## config.mk

```make
export PLATFORM = sky130hd
export DESIGN_NAME = sample_ntt_parse
export DESIGN_NICKNAME = d
export VERILOG_FILES = /design/src/rtl/sample_ntt_parse.sv
export SDC_FILE = /design/constraint.sdc
export NUM_CORES = 2
export LEC_CHECK = 0
export BUFFER_PORTS_ARGS = -buffer_cell sky130_fd_sc_hd__buf_2
export CORE_AREA = 2 2 542 544
export DETAILED_ROUTE_END_ITERATION = 16
export DIE_AREA = 0 0 544 546
export SLEW_MARGIN = 25
export SYNTH_ARGS = -nofsm -noshare
export SYNTH_HDL_FRONTEND = slang
export SYNTH_SLANG_ARGS = --single-unit
```

## constraint.sdc

```tcl
create_clock -name clk -period 7.2 [get_ports clk]
set_clock_uncertainty 0.1 [all_clocks]
set_input_delay 0.36 -clock clk [delete_from_list [all_inputs] [get_ports clk]]
set_output_delay 0.36 -clock clk [all_outputs]
set_load 0.03 [all_outputs]
```

## src/rtl/sample_ntt_parse.sv

```systemverilog
// Purpose: Kyber SampleNTT parser. It rejection-samples 12-bit candidates from SHAKE128 rate blocks into N coefficients below Q.
// Latency: the first candidate is visible the cycle after a block is taken. One candidate is evaluated per cycle with no bubbles inside a block.
// Backpressure: an accepted coefficient holds until coef_ready. Rejects cost one cycle. blk_ready is high only while waiting for a block.
module sample_ntt_parse #(
  parameter int R = 1344,
  parameter int Q = 3329,
  parameter int N = 256
) (
  input  logic         clk,
  input  logic         rst,
  input  logic         start,
  input  logic         blk_valid,
  input  logic [R-1:0] blk_data,
  output logic         blk_ready,
  output logic         coef_valid,
  output logic [11:0]  coef_data,
  output logic [7:0]   coef_idx,
  input  logic         coef_ready,
  output logic         busy,
  output logic         done,
  output logic [3:0]   blk_count
);

  localparam int CPB = R / 12;
  localparam int CW  = $clog2(CPB);
  localparam int KW  = $clog2(N + 1);
  localparam int IW  = $clog2(R);
  localparam logic [CW-1:0] LAST_CAND  = CW'(CPB - 1);
  localparam logic [KW-1:0] LAST_COUNT = KW'(N - 1);
  localparam logic [11:0]   Q12        = 12'(Q);

  typedef enum logic [1:0] {
    S_IDLE,
    S_WAIT_BLK,
    S_SCAN,
    S_DONE
  } state_t;

  state_t        r_state;
  logic [R-1:0]  r_blk;
  logic [CW-1:0] r_cand;
  logic [KW-1:0] r_count;
  logic [3:0]    r_blk_count;

  logic [IW-1:0] w_bit_idx;
  logic [R-1:0]  w_shifted;
  logic [11:0]   w_d;
  logic          w_accept;
  logic          w_last_cand;

  // Candidate c occupies bits [12c+11:12c] of the block.
  // Even candidates are b0 | (b1 & 0xF) << 8. Odd candidates are (b1 >> 4) | b2 << 4.
  assign w_bit_idx   = IW'(r_cand) * IW'(12);
  assign w_shifted   = r_blk >> w_bit_idx;
  assign w_d         = w_shifted[11:0];
  assign w_accept    = (r_state == S_SCAN) && (w_d < Q12);
  assign w_last_cand = (r_cand == LAST_CAND);

  // Coefficient outputs are decoded from registered state and are zero when not valid.
  assign coef_valid = w_accept;
  assign coef_data  = w_accept ? w_d : 12'd0;
  assign coef_idx   = w_accept ? r_count[7:0] : 8'd0;
  assign blk_ready  = (r_state == S_WAIT_BLK);
  assign busy       = (r_state == S_WAIT_BLK) || (r_state == S_SCAN);
  assign done       = (r_state == S_DONE);
  assign blk_count  = r_blk_count;

  // Control FSM: block capture, candidate walk, accepted-count tracking.
  always_ff @(posedge clk) begin
    if (!rst) begin
      r_state     <= S_IDLE;
      r_blk       <= '0;
      r_cand      <= '0;
      r_count     <= '0;
      r_blk_count <= '0;
    end else begin
      case (r_state)
        S_IDLE, S_DONE: begin
          if (start) begin
            r_state     <= S_WAIT_BLK;
            r_cand      <= '0;
            r_count     <= '0;
            r_blk_count <= '0;
          end
        end
        S_WAIT_BLK: begin
          if (blk_valid) begin
            r_blk   <= blk_data;
            r_cand  <= '0;
            r_state <= S_SCAN;
            if (r_blk_count != 4'hF) begin
              r_blk_count <= r_blk_count + 4'd1;
            end
          end
        end
        S_SCAN: begin
          if (w_accept && coef_ready) begin
            r_count <= r_count + KW'(1);
            r_cand  <= r_cand + CW'(1);
            // Reaching N accepted coefficients takes priority and discards the rest of the block.
            if (r_count == LAST_COUNT) begin
              r_state <= S_DONE;
            end else if (w_last_cand) begin
              r_state <= S_WAIT_BLK;
            end
          end else if (!w_accept) begin
            r_cand <= r_cand + CW'(1);
            if (w_last_cand) begin
              r_state <= S_WAIT_BLK;
            end
          end
        end
        default: r_state <= S_IDLE;
      endcase
    end
  end

endmodule

```

### Word-level counts from Yosys, hierarchy flattened

Cells that the tools add are included.

| storage, ports and cells | value |
|---|---|
| output and inout bits | 28 |
| flip-flop bits (word level) | 1366 |
| word-level logic and storage cells | 54 |

| operators by class | value |
|---|---|
| $add $sub $neg | 3 |
| $lt $le $gt $ge | 1 |
| muxes and demuxes | 21 |
| eq/ne operators | 11 |
| multipliers | 1 |
| shift-type cells | 1 |
| reduce and logical (&&, ||, !) cells | 11 |

Operator list:

| cell | number |
|---|---|
| right shift 1344 x 11 -> 12 bit | 1 |
| 2-to-1 mux 7 bit | 4 |
| one-hot mux 7 bit (3 select lines) | 1 |
| 2-to-1 mux 9 bit | 2 |
| one-hot mux 9 bit (2 select lines) | 1 |
| < comparator 12 bit, second input constant | 1 |
| 2-to-1 mux 12 bit | 1 |
| 2-to-1 mux 2 bit | 6 |
| 2-to-1 mux 4 bit | 3 |
| adder 9 x 1 -> 9 bit, second input constant | 1 |
| equality test 9 x 8 -> 1 bit, second input constant | 1 |
| multiplier 7 x 2 -> 9 bit, second input constant | 1 |
| 2-to-1 mux 8 bit | 1 |
| one-hot mux 4 bit (2 select lines) | 1 |
| adder 7 x 1 -> 7 bit, second input constant | 1 |
| equality test 7 bit, second input constant | 1 |
| one-hot mux 2 bit (3 select lines) | 1 |
| AND reduction 3 bit | 2 |
| adder 4 x 1 -> 4 bit, second input constant | 1 |
| equality test 2 bit, second input constant | 2 |
| inequality test 2 x 1 -> 1 bit, second input constant | 2 |
| inequality test 2 bit, second input constant | 2 |
| inequality test 4 bit, second input constant | 1 |
| AND reduction 4 bit | 1 |
| other kinds (8) | 10 |

### Longest topological paths before layout

| logic depth | value |
|---|---|
| depth in word-level cells | 7 |
| mapped depth | 17 |

### Worst setup path before layout

No wires, ideal clock.

| path | value |
|---|---|
| path kind | flip-flop to output port |
| start | register r_cand[0] |
| end | output coef_data[3] |
| stages on the path, launching flop included | 14 |
| required time | 6.740 ns |
| arrival | 3.599 ns |
| slack | 3.141 ns |
| path through | dfxtp_1 > buf_6 > buf_6 > buf_4 > buf_4 > mux4_2 > mux4_2 > nand2_1 > a21oi_1 > a211oi_1 > o21ai_1 > nor2_2 > clkbuf_1 > and2_1 |

| on the way | value |
|---|---|
| cells in the longest elaborated chain, start to end | 5 |

Ends and longest elaborated chain:

| element | line | text |
|---|---|---|
| start, declared | 41 | `logic [CW-1:0] r_cand;` |
| start signal, assigned | 99 | `r_cand <= r_cand + CW'(1);` |
| start signal, assigned | 107 | `r_cand <= r_cand + CW'(1);` |
| multiplier 7 x 2 -> 9 bit | 53 | `assign w_bit_idx = IW'(r_cand) * IW'(12);` |
| right shift 1344 x 11 -> 12 bit | 54 | `assign w_shifted = r_blk >> w_bit_idx;` |
| < comparator 12 bit | 56 | `assign w_accept = (r_state == S_SCAN) && (w_d < Q12);` |
| logical AND 1 bit | 56 |  |
| named net coef_valid | 15 | `output logic coef_valid,` |
| 2-to-1 mux 12 bit | 61 | `assign coef_data = w_accept ? w_d : 12'd0;` |
| end, declared | 16 | `output logic [11:0] coef_data,` |

The timed path passes the listed nets, and every way through them passes these cells.

### Final worst setup path

| path | value |
|---|---|
| start | register r_cand[0] |
| end | output coef_idx[0] |

| on the way | value |
|---|---|
| cells in the longest elaborated chain, start to end | 5 |

Ends and longest elaborated chain:

| element | line | text |
|---|---|---|
| multiplier 7 x 2 -> 9 bit | 53 |  |
| right shift 1344 x 11 -> 12 bit | 54 |  |
| < comparator 12 bit | 56 |  |
| logical AND 1 bit | 56 |  |
| 2-to-1 mux 8 bit | 62 | `assign coef_idx = w_accept ? r_count[7:0] : 8'd0;` |
| end, declared | 17 | `output logic [7:0] coef_idx,` |

No other way between the ends.

==> out/metrics.cfg <==
[run_status]
status=completed

[job]
cap_violations=0

[finish]
final_util_pct=30.1
layout_common_cells=nand2_1 (2,775), a21oi_1 (1,381), buf_2 (1,375), dfxtp_1 (1,359), dlygate4sd3_1 (1,350)
drive_above_1_share_pct=22.6
area_delta_synth_final_pct=51.6
nets=10700
fin_area_um2=88000
mostFrequentLayoutCell=nand2_1

[sta]
hold_ws_ns=0.138
slew_viol_final=0
setup_tns_ns=0
period_minus_slack_ns=6.78
slew_headroom_pct=14.9
period_share_pct=94.1
worst_slew_pin_slew_ns=1.28
fmax_ghz=0.148
finalHoldViolCount=0
setup_violations=0
rsz0062_at_grt=false

[setup_path]
path_delay_family=compound AO/OA/AOI/OAI gates
r2r-start=r_cand[0]$_SDFFE_PN0P_
reg2reg_setup_slack_ns=1.10
cp_slowest_cell=dfxtp_4
worstRegToRegCells=12
cp_common_cell=buf_4
start_kind=flip-flop
cp_slowest_stage_delay_ns=0.98
path_buf_inv=4
r2r_end=r_count[1]$_SDFFE_PN0P_
crit_chain=clkinv_2 > buf_4 > mux2i_1 > o22a_1 > a32oi_1 > nor4_2 > a211oi_4 > nor2_2 > buf_4 > and2_1 > buf_12
critical_path_class=flip-flop to primary output
crit_path_end_kind=primary output
worstPathRequired_ns=6.74
crit_arrival_ns=6.32
cp_max_fo=30

[clock_network]
clkTransAtPathRegs_ns=0.06
cts.htree.levels=4
cts_buffers=169
ctsResizeCount=0
clk_latency_ns=0.87
cts-root-buf=clkbuf_16
clock_tree.buffer_depth=4
cts.sinks=1366
cts_tree=built

[synthesis]
syn-cell-area_um2=58100
synth_xor_xnor_area_share_pct=0
avgSynthCellArea_um2=8.40
synth_edf_count=0
synth_compound_area_share_pct=14.5
async_flop_share_pct=0
synth_nets=8265
synthAdderAreaFrac_pct=0.151
synth_cell_type_count=74
yosys_warnings=0
synthSimpleGateAreaFrac_pct=19.4
synth_cells=6909
synth_top_family_by_area=simple AND/OR/NAND/NOR gates
synth_ff_type=dfxtp_1
synth_mux_area_share_pct=14.5
ys_ff_latch=1366
yosysSeqAreaShare_pct=47.1

[global_routing]
grt_max_degree=242
track_usage_pct=22.6
grt_pass1_vias=61500
antenna_found_initial=201
grt_pass1_wl_um=474000
grt_overflow=0

[detailed_routing]
drc_errors=0
drtIter0Drc=6673
firstDrtPassIters=7
routedWlPerCell_um=26.2
totalWireLength_um=353000
viasPerCell=4.70
postRouteAntennaNets=0
vias=63300

[pwr]
pwr-share-clk_pct=43.4
pwr-share-comb_pct=15.1
internal_power_w=0.0144
p_seq_share_pct=41.5
powerDensity_nw_per_um2=230
swShare_pct=28.8
p_leak_nw=32.5
p_sw_w=0.00583
fin_total_pwr_w=0.0202
ir_worst_vdd_v=0.000179

[placed_design]
io_buffers=1376
place_area_um2=68600
place.detailed.hpwl_um=261000
gp_congestion=0.909

[min_path]
min_path_type=input pin to flip-flop
whs_endpoint=r_cand[4]$_SDFFE_PN0P_
hold_depth=5
min_from=blk_valid

[floorplan]
design.core.area_um2=292000
num_io_pins=1377
die_width_um=544
die_area_um2=297000
rows=199
start_util_pct=19.9
die_y_um=546

==> power groups by stage <==
stage / sequential, W / combinational, W / clock (W)
after floorplan: 0.00835 / 0.00131 / 0
after global placement: 0.00854 / 0.00233 / 0
after detailed placement: 0.00855 / 0.00235 / 0
after CTS: 0.00838 / 0.00300 / 0.00896
after global routing: 0.00842 / 0.00327 / 0.00925
final: 0.00839 / 0.00305 / 0.00878
==> cell usage after synthesis (all sizes together) (7+ instances only) <==
library cell | count | area (µm²)
nor2 | 24 | 92.6
mux2i | 99 | 991
nor3 | 15 | 75.1
inv | 17 | 63.8
o22ai | 12 | 75.1
nand2b | 7 | 43.8
and2 | 15 | 93.8
a221oi | 23 | 201
buf | 102 | 666
nand4 | 11 | 68.8
o211ai | 8 | 60.1
clkbuf | 480 | 1800
nand3 | 26 | 135
nand2 | 2776 | 10400
o221ai | 13 | 114
and3 | 10 | 62.6
dfxtp | 1366 | 27300
mux4 | 313 | 7050
a211oi | 16 | 133
a22o | 7 | 61.3
a311oi | 7 | 61.3
nor2b | 14 | 87.6
a21oi | 1381 | 6910
a22oi | 18 | 135
a31oi | 9 | 56.3
mux2 | 33 | 375
o21ai | 25 | 125
ha | 7 | 87.6
==> layout make-up <==
class / count / area [µm²]
sequential: 1366 / 27400
clock inverter: 75 / 821
multi-input combinational: 4941 / 28300
fill: 30300 / 204000
clock buffer: 227 / 4790
timing repair buffer: 2828 / 21500
tap: 3919 / 4900
inverter: 20 / 88.8
antenna: 108 / 270
==> cell families (layout without fill, tap and decap cells) <==
group / Yosys count / in the layout
flip-flops: 1366 / 1366
other: 0 / 108
multiplexers: 445 / 445
AO/OA/AOI/OAI: 1572 / 1572
adder cells (fa/ha/maj): 7 / 7
AND/OR/NAND/NOR: 2917 / 2917
buffers and inverters: 602 / 3150
==> what timing repair did <==
item                                    4_1_cts  5_1_grt
endpoints found under the setup margin        1        0
endpoints found under the hold margin      1359        0
hold buffers                               1350        0
buffers inserted                              2        0
==> tightest hold or removal path, delay by kind of cell <==
kind / cells / cell delay [ns]
buffers and inverters: 1 / 0.13
AO/OA/AOI/OAI: 3 / 0.43
AND/OR/NAND/NOR: 1 / 0.12
==> routing by layer <==
layer / part of all wire [%] / vias to the layer above / GRT usage (%)
met2: 44 / 3493 / 34.7
met4: 6.1 / 104 / 12.5
met5: 0.18 / - / 0
li1: - / 28400 / -
met1: 42 / 30300 / 29.1
met3: 8.3 / 991 / 5.29
==> sequential cells by signal, summed over array words and instances (netlist names) <==
| register | flops |
|---|---|
| r_blk | 1344 |
| r_count | 9 |
| r_cand | 7 |
| blk_count | 4 |
| r_state | 2 |
==> worst max-delay path by stage <==
| stage | from | endpoint | slack, ns | cells past startpoint |
|---|---|---|---|---|
| global placement | r_cand[0]$_SDFFE_PN0P_ | r_cand[3]$_SDFFE_PN0P_ | 0.91 | 11 |
| finish | r_cand[0]$_SDFFE_PN0P_ | coef_idx[0] | 0.42 | 11 |
| global route | r_cand[0]$_SDFFE_PN0P_ | coef_idx[2] | 0.05 | 13 |
| CTS | r_cand[0]$_SDFFE_PN0P_ | coef_data[6] | 0.14 | 12 |
| floorplan | r_cand[0]$_SDFFE_PN0P_ | coef_data[3] | 3.14 | 13 |
| detailed placement | r_cand[0]$_SDFFE_PN0P_ | coef_data[5] | 0.96 | 12 |
==> stage by stage <==
stage	std cells	worst slack, ns
global placement	11700	0.909
floorplan	6909	3.14
global route	13400	0.0469
finish	13500	0.422
CTS	13400	0.144
detailed placement	11700	0.958
No activity file was read; power rests on OpenSTA's default activity.
